`src/rtl/mul_div_unit.sv`:
```
// Iterative RV32M multiply/divide unit: one operand bit per cycle, fixed 33-cycle latency,
// result presented with a one-cycle register-file write enable.
module mul_div_unit (
  input  logic        clk,
  input  logic        rst_n,
  input  logic        start,
  input  logic [2:0]  funct3,
  input  logic [31:0] SrcA,
  input  logic [31:0] SrcB,
  input  logic [4:0]  rd,
  output logic        busy,
  output logic        done,
  output logic [31:0] Result,
  output logic [4:0]  WA3,
  output logic        WE3
);

  typedef enum logic [1:0] {
    S_IDLE = 2'd0,
    S_CALC = 2'd1,
    S_DONE = 2'd2
  } state_t;

  localparam logic [2:0] F_MUL    = 3'b000;
  localparam logic [2:0] F_MULH   = 3'b001;
  localparam logic [2:0] F_MULHSU = 3'b010;
  localparam logic [2:0] F_MULHU  = 3'b011;
  localparam logic [2:0] F_DIV    = 3'b100;
  localparam logic [2:0] F_DIVU   = 3'b101;
  localparam logic [2:0] F_REM    = 3'b110;
  localparam logic [2:0] F_REMU   = 3'b111;

  state_t      r_state;
  state_t      w_next_state;
  logic [5:0]  r_cnt;
  logic [2:0]  r_funct3;
  logic [4:0]  r_rd;
  logic [31:0] r_srca;
  logic [31:0] r_srcb;
  logic        r_sa;
  logic        r_sb;
  logic [31:0] r_mag_a;
  logic [31:0] r_mag_b;
  logic [31:0] r_hi;
  logic [31:0] r_lo;
  logic [31:0] r_rem;
  logic [31:0] r_quot;
  logic        r_busy;
  logic        r_done;
  logic [31:0] r_result;
  logic [4:0]  r_wa3;

  logic        w_a_signed;
  logic        w_b_signed;
  logic        w_sa;
  logic        w_sb;
  logic [31:0] w_mag_a;
  logic [31:0] w_mag_b;
  logic [32:0] w_sum;
  logic [31:0] w_hi_nx;
  logic [31:0] w_lo_nx;
  logic [32:0] w_shift;
  logic        w_ge;
  logic [31:0] w_diff;
  logic [31:0] w_rem_nx;
  logic [31:0] w_quot_nx;
  logic [63:0] w_prod;
  logic [63:0] w_prod_fix;
  logic        w_div0;
  logic [31:0] w_quot_fix;
  logic [31:0] w_rem_fix;
  logic [31:0] w_result;
  logic        w_last;

  // Operand signedness and magnitudes, evaluated on the live inputs for the start cycle.
  always_comb begin
    w_a_signed = (funct3 == F_MUL) || (funct3 == F_MULH) || (funct3 == F_MULHSU) ||
                 (funct3 == F_DIV) || (funct3 == F_REM);
    w_b_signed = (funct3 == F_MUL) || (funct3 == F_MULH) ||
                 (funct3 == F_DIV) || (funct3 == F_REM);
    w_sa       = SrcA[31] & w_a_signed;
    w_sb       = SrcB[31] & w_b_signed;
    w_mag_a    = w_sa ? (32'd0 - SrcA) : SrcA;
    w_mag_b    = w_sb ? (32'd0 - SrcB) : SrcB;
  end

  // One shift-add step of the multiplier and one restoring step of the divider.
  always_comb begin
    w_sum     = {1'b0, r_hi} + (r_lo[0] ? {1'b0, r_mag_a} : 33'd0);
    w_hi_nx   = w_sum[32:1];
    w_lo_nx   = {w_sum[0], r_lo[31:1]};
    w_shift   = {r_rem, r_quot[31]};
    w_ge      = (w_shift >= {1'b0, r_mag_b});
    w_diff    = w_shift[31:0] - r_mag_b;
    w_rem_nx  = w_ge ? w_diff : w_shift[31:0];
    w_quot_nx = {r_quot[30:0], w_ge};
  end

  // Sign correction on the final step; a zero divisor overrides the magnitude result.
  always_comb begin
    w_prod     = {w_hi_nx, w_lo_nx};
    w_prod_fix = (r_sa ^ r_sb) ? (64'd0 - w_prod) : w_prod;
    w_div0     = (r_srcb == 32'd0);
    if (w_div0) begin
      w_quot_fix = 32'hFFFF_FFFF;
      w_rem_fix  = r_srca;
    end else begin
      w_quot_fix = (r_sa ^ r_sb) ? (32'd0 - w_quot_nx) : w_quot_nx;
      w_rem_fix  = r_sa ? (32'd0 - w_rem_nx) : w_rem_nx;
    end
  end

  // Result select by operation.
  always_comb begin
    w_result = 32'd0;
    case (r_funct3)
      F_MUL:    w_result = w_prod_fix[31:0];
      F_MULH,
      F_MULHSU,
      F_MULHU:  w_result = w_prod_fix[63:32];
      F_DIV,
      F_DIVU:   w_result = w_quot_fix;
      F_REM,
      F_REMU:   w_result = w_rem_fix;
      default:  w_result = 32'd0;
    endcase
  end

  // Next-state logic.
  always_comb begin
    w_next_state = r_state;
    w_last       = (r_cnt == 6'd31);
    case (r_state)
      S_IDLE: begin
        if (start) w_next_state = S_CALC;
        else       w_next_state = S_IDLE;
      end
      S_CALC: begin
        if (w_last) w_next_state = S_DONE;
        else        w_next_state = S_CALC;
      end
      S_DONE:  w_next_state = S_IDLE;
      default: w_next_state = S_IDLE;
    endcase
  end

  // State register.
  always_ff @(posedge clk) begin
    if (!rst_n) r_state <= S_IDLE;
    else        r_state <= w_next_state;
  end

  // Datapath and registered outputs; Result is formed on the last CALC edge so it is valid in DONE.
  always_ff @(posedge clk) begin
    if (!rst_n) begin
      r_cnt    <= 6'd0;
      r_funct3 <= 3'd0;
      r_rd     <= 5'd0;
      r_srca   <= 32'd0;
      r_srcb   <= 32'd0;
      r_sa     <= 1'b0;
      r_sb     <= 1'b0;
      r_mag_a  <= 32'd0;
      r_mag_b  <= 32'd0;
      r_hi     <= 32'd0;
      r_lo     <= 32'd0;
      r_rem    <= 32'd0;
      r_quot   <= 32'd0;
      r_busy   <= 1'b0;
      r_done   <= 1'b0;
      r_result <= 32'd0;
      r_wa3    <= 5'd0;
    end else begin
      case (r_state)
        S_IDLE: begin
          r_done <= 1'b0;
          if (start) begin
            r_funct3 <= funct3;
            r_rd     <= rd;
            r_srca   <= SrcA;
            r_srcb   <= SrcB;
            r_sa     <= w_sa;
            r_sb     <= w_sb;
            r_mag_a  <= w_mag_a;
            r_mag_b  <= w_mag_b;
            r_hi     <= 32'd0;
            r_lo     <= w_mag_b;
            r_rem    <= 32'd0;
            r_quot   <= w_mag_a;
            r_cnt    <= 6'd0;
            r_busy   <= 1'b1;
          end else begin
            r_busy <= 1'b0;
          end
        end
        S_CALC: begin
          r_hi   <= w_hi_nx;
          r_lo   <= w_lo_nx;
          r_rem  <= w_rem_nx;
          r_quot <= w_quot_nx;
          r_cnt  <= r_cnt + 6'd1;
          if (w_last) begin
            r_done   <= 1'b1;
            r_result <= w_result;
            r_wa3    <= r_rd;
          end else begin
            r_done <= 1'b0;
          end
        end
        S_DONE: begin
          r_done <= 1'b0;
          r_busy <= 1'b0;
        end
        default: begin
          r_done <= 1'b0;
          r_busy <= 1'b0;
        end
      endcase
    end
  end

  assign busy   = r_busy;
  assign done   = r_done;
  assign WE3    = r_done;
  assign Result = r_result;
  assign WA3    = r_wa3;

endmodule

```
`config.mk`:
```
export PLATFORM = sky130hd
export DESIGN_NAME = mul_div_unit
export DESIGN_NICKNAME = d
export VERILOG_FILES = /design/src/rtl/mul_div_unit.sv
export SDC_FILE = /design/constraint.sdc
export NUM_CORES = 1
export LEC_CHECK = 0
export CAP_MARGIN = 10
export CORE_MARGIN = 1.5
export CORE_UTILIZATION = 45
export CTS_CLUSTER_DIAMETER = 100
export DETAILED_ROUTE_END_ITERATION = 16
export PLACE_DENSITY_LB_ADDON = 0.25
export SYNTH_ARGS = -nofsm -noshare
export SYNTH_HDL_FRONTEND = slang
export SYNTH_SLANG_ARGS = --single-unit
```
`constraint.sdc`:
```
create_clock -name clk -period 7.4 [get_ports clk]
set_input_delay 1.48 -clock clk [delete_from_list [all_inputs] [get_ports clk]]
set_output_delay 1.48 -clock clk [all_outputs]
set_load 0.1 [all_outputs]
```
==> metrics.cfg <==
[run_status]
status = completed

[synthesis]
synth_most_common_cell = nand2_1
netlist_area_sq_um = 21400
synth_nets = 3052
yosys.cell_types.count = 118
synth_compound_area_share_pct = 28.4
synth_warnings = 0
post-synth-top-area-cell = dfxtp_1
synth_flop_cell = dfxtp_1
async_reset_ff_share_pct = 0
synthCells = 2905
syn_avg_cell_area_sq_um = 7.37
synth_fa_ha_area_share_pct = 4.28
synth_area_leaders = dfxtp_1, a21oi_1, nand2_1
synthSimpleGateAreaFrac_pct = 23.1
synth_top_family_by_area = compound AO/OA/AOI/OAI gates
yosysTopAreaCellShare_pct = 29.1
synth_seq_cells = 311
synthTopCellsByCount = nand2_1, a21oi_1, dfxtp_1
synth-edff-count = 0
synth-xor-area-share_pct = 8.58
synthMuxAreaShare_pct = 1.19
yosysSeqAreaShare_pct = 29.1

[final_layout]
final_cell_area_sq_um = 24100
syn2layout_area_growth_pct = 12.6
layout.nets = 3032
finish.utilization_pct = 51.6
drive_above_1_share_pct = 6.14
fin_cells = 3522
diodes = 0

[cts]
root_buffer = clkbuf_16
cts.htree.levels = 2
cts_buffers = 38
clk_latency_ns = 0.58
post_cts_buffers = 0
clock_sinks = 311
cts_tree = built
cts_buffer_depth = 3
hold_buffers = 0
cts_resized = 0
clk_pin_slew_ns = 0.06

[global_routing]
globalRouteMet1Util_pct = 44.7
grt_util_met2_pct = 47.0
grt_max_degree = 145
grt_pass1_vias = 20285
met3_usage_pct = 9.11
grt_pass1_wl_mm = 122
antenna_found_initial = 3
overflow = 0
track_usage_pct = 31.9
top_usage_layer = met2

[timing]
fin_skew_ns = 0.0298
drv_slew = 0
hold_violations = 0
tightestPinTransition_ns = 1.09
rsz0062_at_grt = no
fin_hold_ws_ns = 0.450
fin_crit_ns = 6.07
finalWorstSetupSlack_ns = 1.33
tns_ns = 0
post-route-period-util_pct = 82.0
fmax_mhz = 165
finalSetupViolCount = 0
relSlewSlack_pct = 27.3

[detailed_routing]
drtPass1Iterations = 6
post-route-drc-count = 0
vias = 22343
drt_iter0_markers = 2612
ant_nets = 0
wl_per_cell_um = 22.9
avgViaCountPerCell = 6.34
wl_mm = 80.7

[floorplan]
die-width_um = 221
die_height_um = 221
core_sq_um = 46800
start_util_pct = 45.8
fp-row-count = 79
die-area_sq_um = 48900
io_pins = 115

[power_and_ir_drop]
vdd_drop_max_v = 0.000439
p_leak_nw = 9.03
total_power_mw = 10.7
powerDensity_nw_per_um2 = 445

[critical_path]
cp_max_fo = 37
slowest_stage = o31a_1
crit_arrival_ns = 6.53
crit_path_start_kind = flop
worstSetupPathType = flop to flop
cp.required_ns = 7.86
crit_path_max_incr_delay_ns = 0.65
end_kind = flop
crit_chain = inv_1 -> ha_1 -> a21oi_1 -> o21ai_0 -> a211oi_1 -> o31a_1 -> nand2_8 -> inv_4 -> ha_1 -> or4b_2 -> nor3_1 -> nand4b_1 -> o41ai_1 -> o21ai_1 -> xor2_1 -> o21ai_0 -> nand2_1 -> a221oi_1 -> a21oi_1 -> a21o_1

[place]
place_ws_ns = 1.57
place.gp.congestion = 1.02
place.port_buffers = 114
hpwl_mm = 60.4
place_inst = 3450
dpl-instance-area_sq_um = 22700

[run]
max_cap_violations = 0

[worst_hold_path]
hold_path_class = flop to flop

[critical path, delay by kind of cell (launching register included)]
| kind | cells | cell delay [ns] |
|---|---|---|
| flops | 1 | 0.33 |
| xor+xnor | 1 | 0.17 |
| simple gates | 5 | 1.80 |
| fa+ha+maj | 2 | 0.62 |
| buf+inv | 2 | 0.18 |
| compound gates | 10 | 2.85 |
[routing by layer]
layer | routed length, um | up-vias
met2 | 33900 | 1047
met1 | 35200 | 10749
met3 | 9090 | 128
li1 | - | 10419
met4 | 2550 | 0
met5 | 0 | -
[registers in the layout (all words and copies together), names as in the netlist, 31 cells and up]
signal / flops
Result: 32
r_quot: 32
r_lo: 32
r_srca: 32
r_rem: 32
r_hi: 32
r_mag_a: 31
r_mag_b: 31
r_srcb: 32
[cell type report]
class	count	area, sq um
Clock buffer	51	1120
Inverter	76	295
Tap cell	607	759
Fill cell	4633	22600
Multi-Input combinational cell	2317	14100
Clock inverter	19	253
Sequential cell	311	6230
Timing Repair Buffer	141	1350
[where the power goes]
group          total [mW]  switching (mW)  internal, mW
sequential           2.00           0.174          1.83
combinational        6.68            4.51          2.17
clock                2.05           0.804          1.25
[placed cells by master (no fill, tap or decap), drive strengths merged, types with 46 or more instances in the layout]
cell type      instances
nand2                480
nor3                  57
dfxtp                311
xnor2                124
and2                  46
a21oi                428
o21ai                156
a22oi                 63
ha                    70
inv                   79
xor2                  84
clkbuf                51
clkdlybuf4s50        114
nor2                 196
nand3                 76
a31oi                 52
[kinds of logic (layout without fill, tap and decap cells)]
kind of cell | count (synthesis) | in the layout
xor+xnor | 208 | 208
flops | 311 | 311
compound gates | 966 | 966
fa+ha+maj | 72 | 72
mux | 25 | 25
simple gates | 1046 | 1046
buf+inv | 277 | 287
[final timing paths]
kind / from / endpoint / slack [ns] / cells past startpoint
max: r_mag_b[20] / Result[30] / 1.33 / 20
min: r_mag_a[30] / r_mag_a[30] / 0.45 / 2
max reg2reg: r_mag_b[20] / Result[30] / 1.33 / 20
min reg2reg: r_mag_a[30] / r_mag_a[30] / 0.45 / 2
Note: power is estimated with default switching activity, not from simulation.
